### config.mk
export PLATFORM = sky130hd
export DESIGN_NAME = draw_sprite_flat
export DESIGN_NICKNAME = d
export VERILOG_FILES = /design/src/rtl/vga_if.sv /design/src/rtl/draw_sprite.sv /design/src/flat_wrapper.sv
export SDC_FILE = /design/constraint.sdc
export NUM_CORES = 1
export LEC_CHECK = 0
export ABC_AREA = 1
export CAP_MARGIN = 20
export CORE_ASPECT_RATIO = 1.2
export CORE_MARGIN = 4
export CORE_UTILIZATION = 55
export CTS_BUF_LIST = sky130_fd_sc_hd__clkbuf_8
export CTS_CLUSTER_DIAMETER = 150
export DETAILED_ROUTE_END_ITERATION = 10
export DONT_BUFFER_PORTS = 1
export PLACE_DENSITY = 0.7
export REMOVE_ABC_BUFFERS = 1
export SYNTH_ARGS = -nofsm -noshare
export SYNTH_HDL_FRONTEND = slang
export SYNTH_SLANG_ARGS = --single-unit
### constraint.sdc
create_clock -name clk -period 2.32 [get_ports clk]
set_input_delay 0.464 -clock clk [delete_from_list [all_inputs] [get_ports clk]]
set_output_delay 0.464 -clock clk [all_outputs]
set_load 0.02 [all_outputs]
### src/rtl/vga_if.sv
// VGA timing and colour bundle passed between overlay stages.
// Modports "in"/"out" are the stage-side views; master/slave are the same views under generic names.
interface vga_if;
    logic [10:0] hcount;
    logic [10:0] vcount;
    logic        hsync;
    logic        vsync;
    logic        hblnk;
    logic        vblnk;
    logic [11:0] rgb;

    modport in     (input  hcount, vcount, hsync, vsync, hblnk, vblnk, rgb);
    modport out    (output hcount, vcount, hsync, vsync, hblnk, vblnk, rgb);
    modport slave  (input  hcount, vcount, hsync, vsync, hblnk, vblnk, rgb);
    modport master (output hcount, vcount, hsync, vsync, hblnk, vblnk, rgb);
endinterface

### src/rtl/draw_sprite.sv
// Three-stage overlay: composites a 64x64 sprite from a synchronous ROM over the background.
// Position and mirroring are sampled once per frame on the vblnk rising edge.
module draw_sprite #(
    parameter int          SPR_W  = 64,
    parameter int          SPR_H  = 64,
    parameter logic [11:0] TRANSP = 12'hF0F
) (
    input  logic        clk,
    input  logic        rst,
    vga_if.in           in,
    vga_if.out          out,
    input  logic [10:0] xpos,
    input  logic [10:0] ypos,
    input  logic        mirror,
    output logic [11:0] rom_addr,
    input  logic [11:0] rom_data
);

    localparam logic [5:0] COL_MAX = 6'(SPR_W - 1);

    typedef struct packed {
        logic [10:0] hcount;
        logic [10:0] vcount;
        logic        hsync;
        logic        vsync;
        logic        hblnk;
        logic        vblnk;
        logic [11:0] rgb;
    } vga_t;

    logic [10:0] xpos_q;
    logic [10:0] ypos_q;
    logic        mirror_q;
    logic        vblnk_prev;
    logic        hit1;
    logic        hit2;
    vga_t        s1;
    vga_t        s2;

    logic        hit;
    logic [11:0] addr_next;
    logic [11:0] hc12;
    logic [11:0] vc12;
    logic [11:0] xs12;
    logic [11:0] ys12;
    logic [10:0] dx_full;
    logic [10:0] dy_full;
    logic [5:0]  dx;
    logic [5:0]  dy;
    logic [5:0]  col;
    vga_t        in_fields;

    // One extra bit on the compares keeps xpos_q+SPR_W from wrapping near 2047.
    always_comb begin
        hc12      = {1'b0, in.hcount};
        vc12      = {1'b0, in.vcount};
        xs12      = {1'b0, xpos_q};
        ys12      = {1'b0, ypos_q};
        hit       = !in.hblnk && !in.vblnk
                    && (hc12 >= xs12) && (hc12 < xs12 + 12'(SPR_W))
                    && (vc12 >= ys12) && (vc12 < ys12 + 12'(SPR_H));
        dx_full   = in.hcount - xpos_q;
        dy_full   = in.vcount - ypos_q;
        dx        = dx_full[5:0];
        dy        = dy_full[5:0];
        col       = mirror_q ? (COL_MAX - dx) : dx;
        addr_next = hit ? {dy, col} : 12'h000;
        in_fields = '{hcount: in.hcount, vcount: in.vcount, hsync: in.hsync,
                      vsync: in.vsync, hblnk: in.hblnk, vblnk: in.vblnk, rgb: in.rgb};
    end

    always_ff @(posedge clk) begin
        if (rst) begin
            xpos_q     <= '0;
            ypos_q     <= '0;
            mirror_q   <= 1'b0;
            vblnk_prev <= 1'b0;
        end else begin
            vblnk_prev <= in.vblnk;
            if (in.vblnk && !vblnk_prev) begin
                xpos_q   <= xpos;
                ypos_q   <= ypos;
                mirror_q <= mirror;
            end
        end
    end

    // S2 lines up with the ROM's registered output, so compositing happens on the way into S3.
    always_ff @(posedge clk) begin
        if (rst) begin
            rom_addr   <= '0;
            hit1       <= 1'b0;
            hit2       <= 1'b0;
            s1         <= '0;
            s2         <= '0;
            out.hcount <= '0;
            out.vcount <= '0;
            out.hsync  <= 1'b0;
            out.vsync  <= 1'b0;
            out.hblnk  <= 1'b0;
            out.vblnk  <= 1'b0;
            out.rgb    <= '0;
        end else begin
            rom_addr   <= addr_next;
            hit1       <= hit;
            s1         <= in_fields;
            hit2       <= hit1;
            s2         <= s1;
            out.hcount <= s2.hcount;
            out.vcount <= s2.vcount;
            out.hsync  <= s2.hsync;
            out.vsync  <= s2.vsync;
            out.hblnk  <= s2.hblnk;
            out.vblnk  <= s2.vblnk;
            out.rgb    <= (hit2 && rom_data != TRANSP) ? rom_data : s2.rgb;
        end
    end

endmodule
### src/flat_wrapper.sv
// flat-port wrapper written by rule: the top's interface ports become plain ports
module draw_sprite_flat 
#(
    parameter int          SPR_W  = 64,
    parameter int          SPR_H  = 64,
    parameter logic [11:0] TRANSP = 12'hF0F
)
  (clk, rst, xpos, ypos, mirror, rom_addr, rom_data, in_hcount, in_vcount, in_hsync, in_vsync, in_hblnk, in_vblnk, in_rgb, out_hcount, out_vcount, out_hsync, out_vsync, out_hblnk, out_vblnk, out_rgb);
  vga_if in_i ();
  vga_if out_i ();
  input  logic clk;
  input  logic rst;
  input  logic [10:0] xpos;
  input  logic [10:0] ypos;
  input  logic mirror;
  output logic [11:0] rom_addr;
  input  logic [11:0] rom_data;
  input wire logic [$bits(in_i.hcount)-1:0] in_hcount;
  input wire logic [$bits(in_i.vcount)-1:0] in_vcount;
  input wire logic [$bits(in_i.hsync)-1:0] in_hsync;
  input wire logic [$bits(in_i.vsync)-1:0] in_vsync;
  input wire logic [$bits(in_i.hblnk)-1:0] in_hblnk;
  input wire logic [$bits(in_i.vblnk)-1:0] in_vblnk;
  input wire logic [$bits(in_i.rgb)-1:0] in_rgb;
  output wire logic [$bits(out_i.hcount)-1:0] out_hcount;
  output wire logic [$bits(out_i.vcount)-1:0] out_vcount;
  output wire logic [$bits(out_i.hsync)-1:0] out_hsync;
  output wire logic [$bits(out_i.vsync)-1:0] out_vsync;
  output wire logic [$bits(out_i.hblnk)-1:0] out_hblnk;
  output wire logic [$bits(out_i.vblnk)-1:0] out_vblnk;
  output wire logic [$bits(out_i.rgb)-1:0] out_rgb;
  assign in_i.hcount = in_hcount;
  assign in_i.vcount = in_vcount;
  assign in_i.hsync = in_hsync;
  assign in_i.vsync = in_vsync;
  assign in_i.hblnk = in_hblnk;
  assign in_i.vblnk = in_vblnk;
  assign in_i.rgb = in_rgb;
  assign out_hcount = out_i.hcount;
  assign out_vcount = out_i.vcount;
  assign out_hsync = out_i.hsync;
  assign out_vsync = out_i.vsync;
  assign out_hblnk = out_i.hblnk;
  assign out_vblnk = out_i.vblnk;
  assign out_rgb = out_i.rgb;
  draw_sprite #(.SPR_W(SPR_W), .SPR_H(SPR_H), .TRANSP(TRANSP)) u_core (.clk(clk), .rst(rst), .in(in_i), .out(out_i), .xpos(xpos), .ypos(ypos), .mirror(mirror), .rom_addr(rom_addr), .rom_data(rom_data));
endmodule
* After elaboration in Yosys (flattened, before gate mapping)
Index checks and enable logic that the tools add are counted.
** Word-level totals
- Register bits after elaboration :: 151
- Bits of input ports :: 75
- Output and inout port bits :: 50
** Cells by class
- Reduce and logical (&&, ||, !) cells :: 11
- Equal/unequal tests :: 1
- Add/sub/neg operators :: 5
- Magnitude comparators :: 4
- Multiplexer cells :: 2
- Bitwise gates (word level) :: 1
** Operators with widths (count)
- adder 11 x 7 -> 12 bit, second input constant :: 2
- < comparator 11 x 12 -> 1 bit :: 2
- greater-or-equal comparator 11 bit :: 2
- two-way mux 12 bit :: 1
- != test 12 bit, second input constant :: 1
- subtractor 6 bit :: 2
- logical AND 1 bit :: 7
- two-way mux 6 bit :: 1
- subtractor 6 bit, first input constant :: 1
- logical NOT 1 bit :: 3
- OR reduction 2 bit :: 1
- NOT 1 bit :: 1

* Logic depth before layout (Yosys ltp)
Gate-level depths: netlist of run 1.
- Depth in word-level cells :: 8
- Mapped depth :: 13

* Worst setup path after synthesis of run 1
Ideal clock, no wire load.
- Path kind :: input -> register
- Start :: input in_vcount[0]
- End :: register u_core.rom_addr[8]
- Buffers on the path :: 1
- Required time :: 2.204 ns
- Stages :: 10
- Data arrival time :: 1.846 ns
- Path slack :: 0.357 ns
- Setup time :: 0.116 ns
- Cell sequence :: inv_1 ha_1 fa_1 o21ai_1 nand2_1 a21oi_1 nor2_2 nand3_2 buf_6 nor2_2
** Between the ends
- Cells in the longest elaborated chain, start to end :: 5
** RTL lines
- from (decl) :: line flat_wrapper.sv:19 : input wire logic [$bits(in_i.vcount)-1:0] in_vcount;
- greater-or-equal comparator 11 bit :: line draw_sprite.sv:61 : && (vc12 >= ys12) && (vc12 < ys12 + 12'(SPR_H));
- logical AND 1 bit (2 in a row) :: line draw_sprite.sv:61
- NOT 1 bit (no source line)
- OR reduction 2 bit (no source line)
- to (signal assigned) :: line draw_sprite.sv:104 : rom_addr <= addr_next;
- to (decl) :: line draw_sprite.sv:15 : output logic [11:0] rom_addr,
Parallel ways exist; a longest one is shown, timed or not.
A chain may end at the register's enable or synchronous reset.

* Worst setup path in the final report of run 1
- Start :: register u_core.xpos_q[8]
- End :: register u_core.rom_addr[8]
** Between the ends
- Cells in the longest elaborated chain, start to end :: 7
** RTL lines
- from (decl) :: line draw_sprite.sv:31 : logic [10:0] xpos_q;
- from (signal assigned) :: line draw_sprite.sv:81 : xpos_q <= xpos;
- adder 11 x 7 -> 12 bit / greater-or-equal comparator 11 bit (equally long branches) :: line draw_sprite.sv:60 : && (hc12 >= xs12) && (hc12 < xs12 + 12'(SPR_W))
- < comparator 11 x 12 -> 1 bit / logical AND 1 bit (equally long branches) :: line draw_sprite.sv:60
- logical AND 1 bit (*) :: line draw_sprite.sv:60
- logical AND 1 bit (*) (2 in a row) :: line draw_sprite.sv:61
- NOT 1 bit (no source line) (*)
- OR reduction 2 bit (no source line) (*)
Every way passes the cells marked *; elsewhere a longest branch is shown, timed or not.

==> results.tsv, run 1 <==
metric	value	unit
status	completed	
proportion of power drawn by flip-flops and latches	0.524	
multiplexer share of the synthesized area	0	
master cell of the clock root buffer	sky130_fd_sc_hd__clkbuf_8	
clock transition at the register clock pins on the worst setup and hold paths after CTS	0.08	ns
Via Count	4010	
Die X	102	microns
Clock H-tree levels	4	
vias in the first global route	3866	
area of the die	12300	sq um
total design power	5.29	mW
netlist area before placement	5830	sq um
largest cells by area after synthesis	sky130_fd_sc_hd__dfxtp_1, sky130_fd_sc_hd__inv_1, sky130_fd_sc_hd__nor2_1	
type of origin of the critical path	register	
estimated wirelength of the detail-placed design	7600	microns
worst path required time	2.68	ns
Max Slew Vio Count	0	
worst slack at placement	0.0838	ns
final cycle utilization of the critical path	0.851	
combined area of the multi-input logic cells	2110	sq um
post-synthesis share of cell area spent on xor and xnor gates	0.0301	
Starting Density	0.574	
clock tree sinks	151	
final net count	828	
Post-DRT Antenna Nets	0	
drt total wl	10300	microns
logic gate share of total power	0.096	
switching share of total power	0.259	
Cell Int Power	3.92	mW
length of the first detailed-routing pass in iterations	4	
post-detailed-placement cell area	5900	sq um
IO Port Bufs	0	
leak pwr	2.97	nW
leading cell types by count after synthesis	sky130_fd_sc_hd__inv_1, sky130_fd_sc_hd__dfxtp_1, sky130_fd_sc_hd__nor2_1, sky130_fd_sc_hd__nand2_1, sky130_fd_sc_hd__a21oi_1	
Filler cells	911	
TNS Setup	0	ns
largest area contributor in the netlist	sky130_fd_sc_hd__dfxtp_1	
worst min path class	primary input to register	
routed len/inst	12.1	microns
number of top-level design ports	125	
Antenna Diode Count	0	
Worst IR Drop VDD	0.381	mV
WHS	0.0942	ns
sort of element at the end of the critical path	register	
weighted congestion reported at the end of routability-driven placement	0.750	
share of post-route cells with drive strength above 1	0.0836	
count of unresolved DRC violations after routing	0	
clock insertion delay at the later pin of the skew report	0.43	ns
worst clock skew	0.0104	ns
max-slew headroom at the worst pin	0.516	
least setup slack across all paths after layout	0.345	ns
number of clock buffers inserted by TritonCTS	17	
Max Cap Viol	0	
first-pass GRT wire length	17300	microns
share of the yosys chip area belonging to registers	0.519	
remaining global-route overflow	0	
area taken by flip-flops and latches	3020	sq um
Hold Violations, Final	0	
height of the die	121	microns
EDFF count, synth	0	
Max Clk Rate	0.506	GHz
commonest register cell after synthesis	sky130_fd_sc_hd__dfxtp_1	
compound-cell area share of the yosys netlist	0.0681	
final instance area	6320	sq um
antenna violations before repair	0	
switching power of the nets	1.37	mW
area share of fa/ha/maj cells after synthesis	0.0799	
total track usage	0.179	
count of hold-fix buffers inserted at cts	0	
setup bufs post-CTS	0	
count of yosys warnings during synthesis	0	
fraction of the mapped netlist area in simple logic gates	0.182	
number of vias per cell after detailed routing	4.68	
maximum number of buffers from clock root to sink	2	
most numerous cell in the Yosys netlist	sky130_fd_sc_hd__inv_1	
register bit total from synthesis	151	
number of setup violations in the final report	0	
Crit Path Category	register to register	
clock group share of total power	0.380	
Final min period	1.97	ns
Core Rows	40	
RSZ-0062 raised after global routing	false	
area added between synthesis and finish	8.46	%
distinct cell type count of the synthesized netlist	24	
CTS tree	built	
share of async-settable or async-resettable flops after synthesis	0	
Avg Inst Size Synth	8.09	sq um
Placeable Area	10200	sq um
largest net degree at the start of global routing	106	
number of instances in the synthesized netlist	720	
number of design-rule violations left by the first detailed-router iteration	134	
Worst Tran Pin Value	0.725	ns
combinational family with the most area after synthesis	simple AND/OR/NAND/NOR gates	
fraction of post-synthesis cell area in the top cell type by area	0.519	
crit path max fanout	13	
post-cts resize count	0	
non-filler cells in the finished layout	856	
data arrival at the endpoint of the critical path	2.34	ns
number of placed instances, taps included	824	
areal power density over the cells	837	nW/um^2
share of the core filled with cells in the final layout	0.622	
-- registers in the layout (all words and copies together) (netlist names) --
signal,flops
u_core.hit1,1
u_core.hit2,1
u_core.mirror_q,1
u_core.out.hblnk,1
u_core.out.hcount,11
u_core.out.hsync,1
u_core.out.rgb,12
u_core.out.vblnk,1
u_core.out.vcount,11
u_core.out.vsync,1
u_core.rom_addr,12
u_core.s1,37
u_core.s2,38
u_core.vblnk_prev,1
u_core.xpos_q,11
u_core.ypos_q,11
-- worst max-delay path: stages, from the launching register on --
cell and delay, ns:
sky130_fd_sc_hd__dfxtp_1 0.39, sky130_fd_sc_hd__nand2_1 0.08, sky130_fd_sc_hd__nor2_2 0.15, sky130_fd_sc_hd__xor2_1 0.17
sky130_fd_sc_hd__ha_1 0.26, sky130_fd_sc_hd__a21oi_1 0.14, sky130_fd_sc_hd__nand3b_1 0.14, sky130_fd_sc_hd__o21ai_1 0.08
sky130_fd_sc_hd__nor2_2 0.13, sky130_fd_sc_hd__nand3_4 0.22, sky130_fd_sc_hd__nor2_2 0.14
-- placed cells by master (no fill, tap or decap), types with 12 or more instances in the layout --
master                     Yosys  routed
sky130_fd_sc_hd__o21ai_0      23      23
sky130_fd_sc_hd__nand3_1      20      20
sky130_fd_sc_hd__nor2_1      144     144
sky130_fd_sc_hd__nand2_1      62      62
sky130_fd_sc_hd__ha_1         34      34
sky130_fd_sc_hd__nor2_2       12      12
sky130_fd_sc_hd__inv_1       152     152
sky130_fd_sc_hd__a21oi_1      48      48
sky130_fd_sc_hd__clkbuf_8      0      18
sky130_fd_sc_hd__dfxtp_1     151     151
-- cell families after synthesis --
group | after synthesis
simple gates | 251
flops | 151
xor+xnor | 20
compound gates | 77
fa+ha+maj | 36
buf+inv | 185
-- power groups by stage --
stage               Sequential [mW]  Clock (mW)  Combinational, mW
finish                         2.77        2.01              0.507
global route                   2.79        2.21              0.600
CTS                            2.78        2.08              0.513
detailed placement             2.84           0              0.507
global placement               2.83           0              0.491
floorplan                      2.82           0              0.418
-- path summary, 6_finish.rpt --
check	start	to	slack, ns	depth (start not counted)
hold reg to reg	u_core.s1[1]	u_core.s2[1]	0.39	2
hold / removal	rst	u_core.s1[35]	0.09	1
setup / recovery	u_core.xpos_q[8]	u_core.rom_addr[8]	0.35	10
setup reg to reg	u_core.xpos_q[8]	u_core.rom_addr[8]	0.35	10
-- routing by layer --
metal | share of wire | up-vias | track usage
met3 | 0.068 | 18 | 0.0658
met5 | 0 | - | 0
met2 | 0.51 | 104 | 0.304
met1 | 0.41 | 1752 | 0.199
met4 | 0.017 | 0 | 0.0714
li1 | - | 2136 | -
-- layout make-up --
type                    count  share of cell area
clock buffers              18              0.0392
well taps                 126              0.0249
inverters                 160              0.0950
flip-flops and latches    151               0.478
repair buffers              3             0.00356
clock inverters            14              0.0257
multi-input cells         384               0.333
(Power assumes the default switching activity.)
==> run 2, diff against run 1 <==
--- a/config.mk
+++ b/config.mk
@@ -10,7 +10,7 @@
 export CORE_ASPECT_RATIO = 1.2
 export CORE_MARGIN = 4
 export CORE_UTILIZATION = 55
-export CTS_BUF_LIST = sky130_fd_sc_hd__clkbuf_8
+export CTS_BUF_LIST = sky130_fd_sc_hd__clkbuf_16
 export CTS_CLUSTER_DIAMETER = 150
 export DETAILED_ROUTE_END_ITERATION = 10
 export DONT_BUFFER_PORTS = 1
==> run 2 against run 1 <==
Compared with the run above: design area up 2.9%; clock skew down 0.0034 ns; wire length up 0.24%; core utilization up 1.8 points; power up 13%; register-to-register slack about the same; critical path type unchanged; largest power group unchanged.
==> results.tsv, run 2 (synthesized netlist as in run 1, its figures left out) <==
metric	value	unit	change
status	completed		unchanged
commonest non-fill, non-tap cell in the layout	sky130_fd_sc_hd__inv_1		unchanged
Hold Violations, Final	0		unchanged
worst min path class	primary input to register		unchanged
type of origin of the critical path	register		unchanged
leak pwr	3.06	nW	was 2.97 nW
maximum number of buffers from clock root to sink	2		unchanged
max FFs per register	38		unchanged
worst path required time	2.66	ns	was 2.68 ns
Via Count	3996		was 4010
largest net degree at the start of global routing	106		unchanged
proportion of power drawn by flip-flops and latches	0.464		was 0.524
length of the first detailed-routing pass in iterations	7		was 4
estimated wirelength of the detail-placed design	7600	microns	unchanged
logic gate share of total power	0.085		was 0.096
critical path's most frequent cell	sky130_fd_sc_hd__nor2_2		unchanged
slack of the worst reg-to-reg path	0.34	ns	was 0.35 ns
crit path max fanout	13		unchanged
clock transition at the register clock pins on the worst setup and hold paths after CTS	0.06	ns	was 0.08 ns
final net count	828		unchanged
worst slack at placement	0.0838	ns	unchanged
delay contributed by the slowest stage of the critical path	0.38	ns	was 0.39 ns
Cell Int Power	4.52	mW	was 3.92 mW
Max Clk Rate	0.505	GHz	was 0.506 GHz
crit path buf inv count	0		unchanged
share of post-route cells with drive strength above 1	0.0822		was 0.0836
height of the die	121	microns	unchanged
worst clock skew	0.00703	ns	was 0.0104 ns
Starting Density	0.574		unchanged
TNS Setup	0	ns	unchanged
CTS tree	built		unchanged
first-pass GRT wire length	17500	microns	was 17300 microns
Crit Path Category	register to register		unchanged
number of vias per cell after detailed routing	4.67		was 4.68
number of top-level design ports	125		unchanged
Worst Tran Pin Value	0.739	ns	was 0.725 ns
largest register by flop count	u_core.s2		unchanged
most frequent cells in the layout	sky130_fd_sc_hd__inv_1, sky130_fd_sc_hd__dfxtp_1, sky130_fd_sc_hd__nor2_1, sky130_fd_sc_hd__nand2_1, sky130_fd_sc_hd__a21oi_1		unchanged
Antenna Diode Count	0		unchanged
Critical Path Slowest Stage Cell	sky130_fd_sc_hd__dfxtp_1		unchanged
area added between synthesis and finish	11.6	%	was 8.46%
least setup slack across all paths after layout	0.341	ns	was 0.345 ns
registers with the most flip-flops	u_core.s2 x38, u_core.s1 x37		unchanged
vias in the first global route	3878		was 3866
drt total wl	10400	microns	was 10300 microns
Final min period	1.98	ns	was 1.97 ns
setup bufs post-CTS	0		unchanged
clock insertion delay at the later pin of the skew report	0.41	ns	was 0.43 ns
switching share of total power	0.245		was 0.259
number of clock buffers inserted by TritonCTS	17		unchanged
area of the die	12300	sq um	unchanged
clock tree sinks	151		unchanged
antenna violations before repair	0		unchanged
Post-DRT Antenna Nets	0		unchanged
count of unresolved DRC violations after routing	0		unchanged
post-detailed-placement cell area	5900	sq um	unchanged
Worst IR Drop VDD	0.447	mV	was 0.381 mV
Max Cap Viol	0		unchanged
remaining global-route overflow	0		unchanged
Clock H-tree levels	4		unchanged
areal power density over the cells	921	nW/um^2	was 837 nW/um^2
post-cts resize count	0		unchanged
RSZ-0062 raised after global routing	false		unchanged
master cell of the clock root buffer	sky130_fd_sc_hd__clkbuf_16		was sky130_fd_sc_hd__clkbuf_8
share of the core filled with cells in the final layout	0.640		was 0.622
final instance area	6500	sq um	was 6320 sq um
number of setup violations in the final report	0		unchanged
Core Rows	40		unchanged
data arrival at the endpoint of the critical path	2.32	ns	was 2.34 ns
Max Slew Vio Count	0		unchanged
final cycle utilization of the critical path	0.853		was 0.851
weighted congestion reported at the end of routability-driven placement	0.750		unchanged
clock group share of total power	0.451		was 0.380
number of design-rule violations left by the first detailed-router iteration	140		was 134
sort of element at the end of the critical path	register		unchanged
count of hold-fix buffers inserted at cts	0		unchanged
total track usage	0.180		was 0.179
Die X	102	microns	unchanged
top cell family by delay on the critical path	simple AND/OR/NAND/NOR gates		unchanged
max-slew headroom at the worst pin	0.507		was 0.516
Placeable Area	10200	sq um	unchanged
IO Port Bufs	0		unchanged
Filler cells	880		was 911
crit path cell chain	nand2_1 -> nor2_2 -> xor2_1 -> ha_1 -> a21oi_1 -> nand3b_1 -> o21ai_1 -> nor2_2 -> nand3_4 -> nor2_1		was nand2_1 -> nor2_2 -> xor2_1 -> ha_1 -> a21oi_1 -> nand3b_1 -> o21ai_1 -> nor2_2 -> nand3_4 -> nor2_2
routed len/inst	12.1	microns	about the same
switching power of the nets	1.47	mW	was 1.37 mW
[run 2: cell types whose count changed in the layout (fill, tap and decap cells not counted), sizes merged]
| cell | delta |
|---|---|
| clkbuf | -1 |
| clkinv | +1 |
[run 2: metrics by stage]
step                hold slack [ns]  instances  power (mW)
floorplan                     0.388        695        3.24
global route                 0.0954        856        6.30
finish                        0.121        856        5.99
detailed placement            0.392        824        3.34
global placement              0.389        824        3.32
CTS                           0.107        856        6.05
[run 2: per-layer routing]
metal,wire length [microns],vias to the layer above,share of wire,GRT usage
li1,-,2135,-,-
met1,4310,1732,0.42,0.203
met2,5150,113,0.50,0.302
met3,718,16,0.069,0.0727
met4,186,0,0.018,0.0640
met5,0,-,0,0
[run 2: worst paths after layout]
path | cells after the start | endpoint | start
max | 10 | u_core.rom_addr[1] | u_core.xpos_q[8]
min reg2reg | 2 | u_core.s2[1] | u_core.s1[1]
max reg2reg | 10 | u_core.rom_addr[1] | u_core.xpos_q[8]
min | 1 | u_core.s1[37] | rst
[run 2: area by class of cell]
class,instances,area [sq um],share of cell area
timing repair buffer,3,22.5,0.00346
clock inverter,15,166,0.0256
sequential,151,3020,0.465
clock buffer,17,425,0.0654
inverter,160,601,0.0924
tap,126,158,0.0242
multi-input combinational,384,2110,0.324
[run 2: power groups by stage]
stage               Sequential, mW  Clock, mW  Combinational (mW)
finish                        2.78       2.70               0.508
global route                  2.79       2.91               0.601
CTS                           2.78       2.76               0.513
detailed placement            2.84          0               0.507
global placement              2.83          0               0.491
floorplan                     2.82          0               0.418
==> run 3, diff against run 2 <==
--- a/config.mk
+++ b/config.mk
@@ -14,8 +14,9 @@
 export CTS_CLUSTER_DIAMETER = 150
 export DETAILED_ROUTE_END_ITERATION = 10
 export DONT_BUFFER_PORTS = 1
-export PLACE_DENSITY = 0.7
+export PLACE_DENSITY = 0.75
 export REMOVE_ABC_BUFFERS = 1
 export SYNTH_ARGS = -nofsm -noshare
 export SYNTH_HDL_FRONTEND = slang
 export SYNTH_SLANG_ARGS = --single-unit
+export TNS_END_PERCENT = 5
==> run 3 against run 2 <==
Compared with the run above: via count up 0.23%; flip-flop and latch count unchanged; wire length up 0.81%; register-to-register slack worse by 0.15 ns.
==> results.tsv, run 3 (synthesized netlist as in run 1, its figures left out) <==
metric	value	unit	change
max-slew headroom at the worst pin	0.510		was 0.507
switching share of total power	0.223		was 0.245
IO Port Bufs	0		unchanged
clock transition at the register clock pins on the worst setup and hold paths after CTS	0.06	ns	about the same
first-pass GRT wire length	17400	microns	was 17500 microns
Antenna Diode Count	0		unchanged
Post-DRT Antenna Nets	0		unchanged
drt total wl	10500	microns	was 10400 microns
RSZ-0062 raised after global routing	false		unchanged
vias in the first global route	3894		was 3878
Crit Path Category	register to register		unchanged
share of post-route cells with drive strength above 1	0.0796		was 0.0822
routed len/inst	12.2	microns	was 12.1 microns
proportion of power drawn by flip-flops and latches	0.449		was 0.464
logic gate share of total power	0.081		was 0.085
count of hold-fix buffers inserted at cts	0		unchanged
Max Clk Rate	0.471	GHz	was 0.505 GHz
area of the die	12300	sq um	unchanged
status	completed		unchanged
total design power	6.20	mW	was 5.99 mW
CTS tree	built		unchanged
Worst IR Drop VDD	0.482	mV	was 0.447 mV
number of vias per cell after detailed routing	4.68		was 4.67
largest register by flop count	u_core.s2		unchanged
final instance area	6540	sq um	was 6500 sq um
Placeable Area	10200	sq um	unchanged
RR Startpoint	u_core.xpos_q[8]		unchanged
Worst Tran Pin Value	0.734	ns	was 0.739 ns
worst reg-to-reg path cell count	10		unchanged
Final min period	2.12	ns	was 1.98 ns
master cell of the clock root buffer	sky130_fd_sc_hd__clkbuf_16		unchanged
delay contributed by the slowest stage of the critical path	0.39	ns	was 0.38 ns
antenna violations before repair	0		unchanged
Critical Path Slowest Stage Cell	sky130_fd_sc_hd__dfxtp_1		unchanged
areal power density over the cells	948	nW/um^2	was 921 nW/um^2
Max Slew Vio Count	0		unchanged
leak pwr	3.09	nW	was 3.06 nW
Cell Int Power	4.81	mW	was 4.52 mW
Max Cap Viol	0		unchanged
length of the first detailed-routing pass in iterations	4		was 7
data arrival at the endpoint of the critical path	2.45	ns	was 2.32 ns
number of clock buffers inserted by TritonCTS	17		unchanged
height of the die	121	microns	unchanged
Clock H-tree levels	4		unchanged
Starting Density	0.574		unchanged
maximum number of buffers from clock root to sink	2		unchanged
Die X	102	microns	unchanged
max FFs per register	38		unchanged
hold-critical path depth	1		unchanged
commonest non-fill, non-tap cell in the layout	sky130_fd_sc_hd__inv_1		unchanged
final net count	828		unchanged
sort of element at the end of the critical path	register		unchanged
area added between synthesis and finish	12.2	%	was 11.6%
Core Rows	40		unchanged
worst clock skew	0.0121	ns	was 0.00703 ns
met2 demand-to-capacity share in global routing	0.307		was 0.302
total track usage	0.181		was 0.180
switching power of the nets	1.38	mW	was 1.47 mW
met3 track demand over resource	0.0704		was 0.0727
Via Count	4005		was 3996
worst min path class	primary input to register		unchanged
estimated wirelength of the detail-placed design	7730	microns	was 7600 microns
registers with the most flip-flops	u_core.s2 x38, u_core.s1 x37		unchanged
post-cts resize count	0		unchanged
clock group share of total power	0.470		was 0.451
number of placed instances, taps included	824		unchanged
worst path required time	2.64	ns	was 2.66 ns
weighted congestion reported at the end of routability-driven placement	0.807		was 0.750
clock insertion delay at the later pin of the skew report	0.41	ns	about the same
clock tree sinks	151		unchanged
number of setup violations in the final report	0		unchanged
number of top-level design ports	125		unchanged
critical path's most frequent cell	sky130_fd_sc_hd__nor2_2		unchanged
slack of the worst reg-to-reg path	0.20	ns	was 0.34 ns
largest net degree at the start of global routing	106		unchanged
count of unresolved DRC violations after routing	0		unchanged
crit path cell chain	nand2_1 -> nor2_2 -> xor2_1 -> ha_1 -> a21oi_1 -> nand3b_1 -> o21ai_1 -> nor2_2 -> nand3_2 -> nor2_1		was nand2_1 -> nor2_2 -> xor2_1 -> ha_1 -> a21oi_1 -> nand3b_1 -> o21ai_1 -> nor2_2 -> nand3_4 -> nor2_1
crit path max fanout	13		unchanged
most frequent cells in the layout	sky130_fd_sc_hd__inv_1, sky130_fd_sc_hd__dfxtp_1, sky130_fd_sc_hd__nor2_1, sky130_fd_sc_hd__nand2_1, sky130_fd_sc_hd__a21oi_1		unchanged
TNS Setup	0	ns	unchanged
post-detailed-placement cell area	5900	sq um	unchanged
busiest grt layer	met2		unchanged
share of the core filled with cells in the final layout	0.643		was 0.640
origin of the worst min-delay path	rst		unchanged
setup bufs post-CTS	0		unchanged
Worst Hold Endpoint	u_core.s2[26]		was u_core.s1[37]
non-filler cells in the finished layout	855		was 856
type of origin of the critical path	register		unchanged
met1 layer usage reported by global route	0.204		was 0.203
number of design-rule violations left by the first detailed-router iteration	139		was 140
Hold Violations, Final	0		unchanged
remaining global-route overflow	0		unchanged
terminus of the critical flop-to-flop path	u_core.rom_addr[11]		was u_core.rom_addr[1]
final cycle utilization of the critical path	0.916		was 0.853
## run 3: cell types whose count changed in the layout (fill, tap and decap cells not counted)
cell                         previous run  this run
sky130_fd_sc_hd__clkinv_1               1         0
sky130_fd_sc_hd__clkinvlp_4             4         3
sky130_fd_sc_hd__bufinv_16              2         5
sky130_fd_sc_hd__inv_6                  5         2
sky130_fd_sc_hd__inv_8                  1         0
sky130_fd_sc_hd__inv_1                152       154
sky130_fd_sc_hd__clkinv_2               0         2
sky130_fd_sc_hd__clkinv_4               2         0
sky130_fd_sc_hd__nand3_4                1         0
sky130_fd_sc_hd__nand3_2                2         3
## run 3: power by group through the flow
stage,Clock (mW),Combinational [mW],Sequential [mW]
after global placement,0,0.487,2.83
final,2.91,0.504,2.78
after CTS,2.98,0.512,2.78
after detailed placement,0,0.507,2.84
after global routing,3.11,0.594,2.79
after floorplan,0,0.418,2.82
## run 3: worst max-delay path by stage
stage | start | to | slack, ns | cells after the start
CTS | u_core.xpos_q[8] | u_core.rom_addr[11] | 0.16 | 10
global route | u_core.ypos_q[6] | u_core.rom_addr[11] | 0.004 | 9
detailed placement | in_hcount[0] | u_core.rom_addr[1] | 0.08 | 11
floorplan | in_vcount[0] | u_core.rom_addr[0] | 0.33 | 9
finish | u_core.xpos_q[8] | u_core.rom_addr[11] | 0.20 | 10
global placement | in_hcount[0] | u_core.rom_addr[1] | 0.16 | 11
## run 3: layout make-up
class | instances | area (sq um)
fill | 889 | 3620
sequential | 151 | 3020
clock inverter | 14 | 208
timing repair buffer | 3 | 22.5
tap | 126 | 158
multi-input combinational | 384 | 2100
clock buffer | 17 | 425
inverter | 160 | 601
## run 3: metrics by stage
| stage | hold slack (ns) | setup slack [ns] |
|---|---|---|
| after floorplan | 0.388 | 0.326 |
| after global placement | 0.388 | 0.156 |
| after detailed placement | 0.393 | 0.0812 |
| after CTS | 0.108 | 0.162 |
| after global routing | 0.0987 | 0.00415 |
| final | 0.132 | 0.195 |
## run 3: routing by layer
metal | up-vias | wire length [microns]
li1 | 2136 | -
met1 | 1760 | 4380
met2 | 100 | 5270
met3 | 9 | 714
met4 | 0 | 84
met5 | - | 0
## run 3: critical path: cells and delay by family, from the launching register on
family	cells	cell delay, ns
adders and majority gates	1	0.27
DFF	1	0.39
xor gates and xnor gates	1	0.19
and+or+nand+nor	6	0.99
AOI/OAI and AO/OA	2	0.20
